### src/rtl/md5_pad_block.sv
// md5_pad_block: assembles MD5 512-bit blocks from a byte stream with terminator, zero fill and bit length
module md5_pad_block #(
  parameter int n     = 32,
  parameter int LEN_W = 64
) (
  input  logic         clk_i,
  input  logic         rst_i,
  input  logic [7:0]   data_i,
  input  logic         valid_i,
  input  logic         last_i,
  output logic         ready_o,
  output logic [n-1:0] M_o [0:15],
  output logic         blk_valid_o,
  output logic         blk_last_o,
  input  logic         blk_ready_i
);
  typedef enum logic [1:0] {FILL, PAD, LEN, EMIT} state_t;
  state_t state_q, state_d;
  logic [5:0] pos_q, pos_d;
  logic [60:0] bytes_q, bytes_d;
  logic last_q, last_d;
  logic pad_q, pad_d;
  logic len_q, len_d;
  logic [7:0] buf_q [64];
  logic [7:0] buf_d [64];
  logic [LEN_W-1:0] bitlen;
  assign bitlen = {bytes_q, 3'b000};
  assign ready_o = (state_q == FILL) && !rst_i;
  assign blk_valid_o = state_q == EMIT;
  assign blk_last_o = last_q;
  // little-endian packing of buffer bytes into block words
  always_comb begin
    for (int w = 0; w < 16; w++) M_o[w] = {buf_q[4*w+3], buf_q[4*w+2], buf_q[4*w+1], buf_q[4*w]};
  end
  // next-state: byte fill, terminator/length padding, block hand-off
  always_comb begin
    state_d = state_q;
    pos_d   = pos_q;
    bytes_d = bytes_q;
    last_d  = last_q;
    pad_d   = pad_q;
    len_d   = len_q;
    buf_d   = buf_q;
    case (state_q)
      FILL: if (valid_i) begin
        buf_d[pos_q] = data_i;
        pos_d = pos_q + 6'd1;
        bytes_d = bytes_q + 61'd1;
        if (pos_q == 6'd63) begin
          state_d = EMIT;
          last_d = 1'b0;
          pad_d = last_i;
        end else if (last_i) state_d = PAD;
      end
      PAD: begin
        for (int k = 0; k < 64; k++)
          buf_d[k] = (6'(k) == pos_q) ? 8'h80 : (6'(k) > pos_q) ? 8'h00 : buf_q[k];
        if (pos_q <= 6'd55)
          for (int k = 56; k < 64; k++) buf_d[k] = bitlen[8*(k-56) +: 8];
        state_d = EMIT;
        last_d = pos_q <= 6'd55;
        len_d = pos_q > 6'd55;
        pad_d = 1'b0;
      end
      LEN: begin
        for (int k = 0; k < 56; k++) buf_d[k] = 8'h00;
        for (int k = 56; k < 64; k++) buf_d[k] = bitlen[8*(k-56) +: 8];
        state_d = EMIT;
        last_d = 1'b1;
        len_d = 1'b0;
      end
      EMIT: if (blk_ready_i) begin
        state_d = last_q ? FILL : pad_q ? PAD : len_q ? LEN : FILL;
        pos_d = 6'd0;
        bytes_d = last_q ? 61'd0 : bytes_q;
        last_d = 1'b0;
      end
      default: state_d = FILL;
    endcase
  end
  // state registers with synchronous reset discarding any partial message
  always_ff @(posedge clk_i) begin
    if (rst_i) begin
      state_q <= FILL;
      pos_q   <= '0;
      bytes_q <= '0;
      last_q  <= 1'b0;
      pad_q   <= 1'b0;
      len_q   <= 1'b0;
      buf_q   <= '{default: 8'h00};
    end else begin
      state_q <= state_d;
      pos_q   <= pos_d;
      bytes_q <= bytes_d;
      last_q  <= last_d;
      pad_q   <= pad_d;
      len_q   <= len_d;
      buf_q   <= buf_d;
    end
  end
endmodule
### config.mk
export PLATFORM = sky130hd
export DESIGN_NAME = md5_pad_block
export DESIGN_NICKNAME = d
export VERILOG_FILES = /design/src/rtl/md5_pad_block.sv
export SDC_FILE = /design/constraint.sdc
export NUM_CORES = 1
export LEC_CHECK = 0
export ABC_CLOCK_PERIOD_IN_PS = 3800
export CAP_MARGIN = 25
export CORE_AREA = 4 4 223 225
export DETAILED_ROUTE_END_ITERATION = 8
export DIE_AREA = 0 0 227 229
export PLACE_DENSITY = 0.82
export SLEW_MARGIN = 20
export SYNTH_ARGS = -nofsm -noshare
export SYNTH_HDL_FRONTEND = slang
export SYNTH_SLANG_ARGS = --single-unit
export TNS_END_PERCENT = 100
### constraint.sdc
create_clock -name clk_i -period 3.8 [get_ports clk_i]
set_clock_uncertainty 0.15 [all_clocks]
set_input_delay 0.76 -clock clk_i [delete_from_list [all_inputs] [get_ports clk_i]]
set_output_delay 0.76 -clock clk_i [all_outputs]
set_load 0.02 [all_outputs]
==> qor.txt, run 1 <==
Slew Viols, Final: 0
post-CTS setup buffers: 0
Clock transition at path regs: 70 ps
DR top layer: met5
Mapped Area: 0.02365 mm2
Top FF cell, synth: dfxtp_1
antenna violations before repair: 1
global-route wire length before repair: 145.9 mm
vias in the first global route: 23440
Final min period: 3308 ps
Initial Utilization: 49.73%
Crit Path Class: reg -> out
post_cts resized: 0
Overall Power: 21040 uW
std cell rows: 80
Worst Path Arrival: 2400 ps
router iterations before antenna repair: 6
Hold Violations, Final: 0
sequential share of the synthesized area: 49.44%
IO Pins: 528
Worst Setup End Kind: output pin
PortBufs: 527
Worst-Margin Slew: 1046 ps
Die X: 227 um
NetSw: 8348 uW
DR WL met3: 10.47 mm
Mean Syn Cell Area: 9.091 um2
DRT iter0 DRCs: 2934
Commonest cells post-synth: dfxtp_1, nor2_1, a22oi_1
Max Fclk: 302.3 MHz
Congestion Overflow GR: 0
DRC: 0
Fin Setup TNS: 0 ps
Syn Nets: 2623
final setup vio count: 0
Yosys Warn Count: 0
GRT Resource Usage Total: 35.69%
vias after detailed routing: 23782
Die Ht: 229 um
largest net degree at the start of global routing: 186
status: finished, final reports clean
Synth async-reset ratio: 0%
Req. time, crit path: 2890 ps
Yosys top cell area share: 49.44%
Yosys reg bits: 584
final wirelength: 97.28 mm
CP max FO: 21
Vias/cell: 6.333
Post-DP HPWL: 69.14 mm
P&R area growth vs syn: 35.09%
CTS Buf Count: 57
DP Cell Count: 3644
combinational share of power: 37.8%
most common cell in the synthesized netlist: dfxtp_1
power per cell area: 658.7 mW/mm2
Clock Latency Late Sink: 620 ps
met1 WL: 37.22 mm
Min-Delay Path Class: in -> reg
RSZ-0062 raised after global routing: false
CTS hold repair buffers: 0
CTS max path bufs: 3
core area: 0.04755 mm2
Clock power frac: 29.5%
routed len/inst: 25.91 um
cell-internal power: 12690 uW
Post-Layout Cell Count: 3755
H-tree lvl count: 2
gp weighted congestion: 1.036
Mapped Cells: 2601
WL met2: 44.75 mm
antenna viol nets, final: 0
CTS tree: done
CTS Root Cell: clkbuf_16
peak supply drop: 0.4322 mV
sequential share of power: 32.7%
fin crit share: 87.06%
maxcap violations: 0
die area: 0.05198 mm2
cell accounting for the most synthesized area: dfxtp_1
fin nets: 3112
Startpoint Class: flip-flop
main area contributors after synthesis: dfxtp_1, a22oi_1, nor2_1
share of layout cells above drive strength 1: 9.143%
sw frac: 39.67%
number of library cell types mapped by synthesis: 83
Post-synth EDFFs: 0
Slew HR: 30.29%
CTS sink count: 584
Leakage: 0.01108 uW
[cell usage in the layout, fill, tap and decap left out, types with 16 or more instances in the layout]
master           count
dfxtp_1            583
clkdlybuf4s50_1    526
nor2_1             473
a22oi_1            281
a21oi_1            154
nand2_1            110
buf_4              101
a211oi_1            66
clkbuf_16           59
a22o_1              56
o2bb2ai_1           50
o21ai_0             50
nand3_1             41
nand4_1             40
nor3_1              35
xor2_1              25
or4_1               25
a21o_1              23
or3_1               21
mux2i_1             20
inv_1               19
and3_1              17
o22ai_1             17
o31ai_1             17
nand2b_1            16
clkinv_2            16
[cells by family after synthesis]
family / count (synthesis) / share of synthesized area [%]
xor gates and xnor gates: 34 / 1.259
adders and majority gates: 9 / 0.4762
buffers and inverters: 228 / 4.032
and+or+nand+nor: 897 / 18.37
AOI/OAI and AO/OA: 828 / 25.53
DFF: 584 / 49.44
muxes: 21 / 0.8942
[critical path: stages, from the launching register on]
cell and delay, ps:
dfxtp_1 370, ha_2 600, clkdlybuf4s50_1 790
[path summary, 6_finish.rpt]
| kind | from | to | slack, ps | depth (start not counted) |
|---|---|---|---|---|
| worst max-delay path | state_q[1] | blk_valid_o | 490 | 2 |
| worst min-delay path | rst_i | M_o[268] | 290 | 2 |
| worst max register to register | pos_q[0] | M_o[323] | 540 | 7 |
| worst min register to register | flip-flop | flip-flop | 310 | 2 |
[metrics by stage]
stage	hold WS [ps]	instance area (um2)	util [%]	worst slack (ps)
floorplan	298.2	23650	-	1077
global placement	288.9	29850	62.79	347.5
detailed placement	298.3	29870	62.82	254.7
CTS	265.1	31930	67.16	513.7
global route	289.4	31940	67.18	356.6
finish	285.5	31940	67.19	491.7
[metal layers]
layer  global-route usage (%)  vias up
met5                        0        -
met4                    15.28        2
met3                    10.60      291
met2                    57.35     1437
met1                    44.69    11501
li1                         -    10551
[cell type report]
cell class              instances  area, um2
diodes                          1      2.502
well taps                     615      769.5
repair buffers                639       6223
clock inverters                36      467.9
inverters                      19      71.32
fillers                      3659      15600
flip-flops and latches        584      11690
clock buffers                  72       1595
multi-input cells            1789      11120
[power groups by stage]
stage / Combinational, uW / Sequential, uW / Clock [uW]
finish: 7950 / 6880 / 6210
global route: 8300 / 6920 / 6490
CTS: 7750 / 6880 / 6230
detailed placement: 7700 / 7010 / 0
global placement: 7600 / 6990 / 0
floorplan: 3900 / 7400 / 0
Power figures use the tool's default switching activity.
==> run 2, diff against run 1 <==
- CELL_PAD_IN_SITES_DETAIL_PLACEMENT: default -> 0
- CELL_PAD_IN_SITES_GLOBAL_PLACEMENT: default -> 1
- CORE_AREA: 4 4 223 225 -> 4 4 255 257
- DIE_AREA: 0 0 227 229 -> 0 0 259 261
- PLACE_DENSITY: 0.82 -> default
- PLACE_DENSITY_LB_ADDON: default -> 0.2
==> run 2 against run 1 <==
Against the previous run: non-clock buffer count rose by 16; worst setup slack improved by 49 ps; count of clock-buffer cells in the layout rose by 15; final area rose by 1.4%; register-to-register slack improved by 30 ps; largest cell class unchanged; highest routed layer is now met4.
==> qor.txt, run 2 (same netlist as run 1, synthesis figures left out) <==
PortBufs: 527
CTS hold repair buffers: 0
vias in the first global route: 22570
std cell rows: 92
Reg2Reg Setup Slack: 570 ps
R2R cell count: 8
peak supply drop: 0.3690 mV
antenna viol nets, final: 0
RSZ-0062 raised after global routing: false
largest net degree at the start of global routing: 220
share of layout cells above drive strength 1: 9.525%
sw frac: 40.25%
leading cell type in the layout, fill and taps excluded: dfxtp_1
Startpoint Class: flip-flop
final setup vio count: 0
routed len/inst: 25.69 um
Fin Setup TNS: 0 ps
P&R area growth vs syn: 36.99%
gp weighted congestion: 0.9830
CTS sink count: 584
Leakage: 0.01117 uW
power per cell area: 654.6 mW/mm2
Slew HR: 14.76%
GRT Resource Usage Total: 28.79%
post-CTS setup buffers: 0
maxcap violations: 0
cell-internal power: 12670 uW
Die Ht: 261 um
H-tree lvl count: 2
CP startpoint: state_q[0]
fin nets: 3132
post_cts resized: 0
NetSw: 8535 uW
Worst Setup End Kind: output pin
Min-Delay Path Class: reg -> reg
die area: 0.06760 mm2
core area: 0.06274 mm2
status: finished, final reports clean
global-route wire length before repair: 150.2 mm
r2r startpoint: pos_q[0]
Antenna diodes: 0
CTS Root Cell: clkbuf_16
Clock transition at path regs: 60 ps
CP max FO: 12
Crit Path Class: reg -> out
final wirelength: 102.9 mm
Final min period: 3260 ps
Place WS: 302.9 ps
most frequent cells in the layout: dfxtp_1, clkdlybuf4s50_1, nor2_1
Vias/cell: 5.810
DRC: 0
final worst setup slack: 540.2 ps
worst setup path endpoint: ready_o
Max Fclk: 306.8 MHz
placed cell area: 0.03033 mm2
Clock power frac: 29.0%
Post-DP HPWL: 73.16 mm
Clock Latency Late Sink: 630 ps
Initial Utilization: 37.69%
Worst Path Arrival: 2350 ps
IO Pins: 528
Die X: 259 um
router iterations before antenna repair: 6
WHS Path Cells: 2
Slew Viols, Final: 0
DRT iter0 DRCs: 2226
antenna violations before repair: 0
CTS tree: done
vias after detailed routing: 23276
Finished Cell Area: 0.03239 mm2
Filler cells: 5712
fin crit share: 85.78%
Congestion Overflow GR: 0
Worst-Margin Slew: 1279 ps
CTS max path bufs: 3
Req. time, crit path: 2890 ps
CTS Buf Count: 61
sequential share of power: 32.4%
combinational share of power: 38.6%
Hold Violations, Final: 0
==> run 2: changes by cell type in the layout (fill, tap and decap cells not counted), sizes merged <==
cell      delta
inv          -3
buf         +18
clkbuf      +13
clkinvlp     -2
bufinv       -5
diode        -1
==> run 2: how the worst min path moves through the flow <==
| stage | from | end | slack (ps) |
|---|---|---|---|
| global route | rst_i | M_o[264] | 310 |
| global placement | flip-flop | flip-flop | 290 |
| finish | flip-flop | flip-flop | 310 |
| detailed placement | flip-flop | flip-flop | 300 |
| CTS | rst_i | blk_last_o | 270 |
| floorplan | bytes_q[43] | bytes_q[43] | 300 |
==> run 2: area by class of cell <==
cell class                      instances  area [um2]  area share [%]
Timing Repair Buffer                  655        6391           19.73
Clock buffer                           87        1787           5.516
Tap cell                              846        1059           3.268
Sequential cell                       584       11690           36.09
Inverter                               19       71.32          0.2202
Multi-Input combinational cell       1789       11120           34.33
Clock inverter                         26       275.3          0.8497
==> run 2: metrics by stage <==
step | power, uW | instances | utilization (%) | hold WS [ps]
3_5_place_dp | 15070 | 3893 | 48.34 | 295.4
4_1_cts | 21230 | 4006 | 51.63 | 274.8
6_report | 21210 | 4006 | 51.64 | 305.0
2_1_floorplan | 11300 | 2601 | - | 298.2
3_3_place_gp | 15000 | 3893 | 48.34 | 288.9
5_1_grt | 22030 | 4006 | 51.64 | 309.6
==> run 2: power groups by stage <==
stage / clock network, uW / logic, uW / registers (uW)
after floorplan: 0 / 3900 / 7400
after global placement: 0 / 7990 / 7000
after detailed placement: 0 / 8060 / 7020
after CTS: 6250 / 8090 / 6880
after global routing: 6480 / 8620 / 6930
final: 6140 / 8180 / 6880
==> run 2: metal layers <==
metal	GRT usage, %	up-vias	wire, um
met4	9.820	0	3876
met5	0	-	0
met2	48.00	1031	48640
li1	-	10601	-
met3	7.988	201	9362
met1	36.14	11443	41010
==> run 2: critical path, stage by stage, from the launching register on <==
cell and delay [ps]:
dfxtp_1 330, inv_1 170, ha_4 260, nor2b_1 290, clkdlybuf4s50_1 670
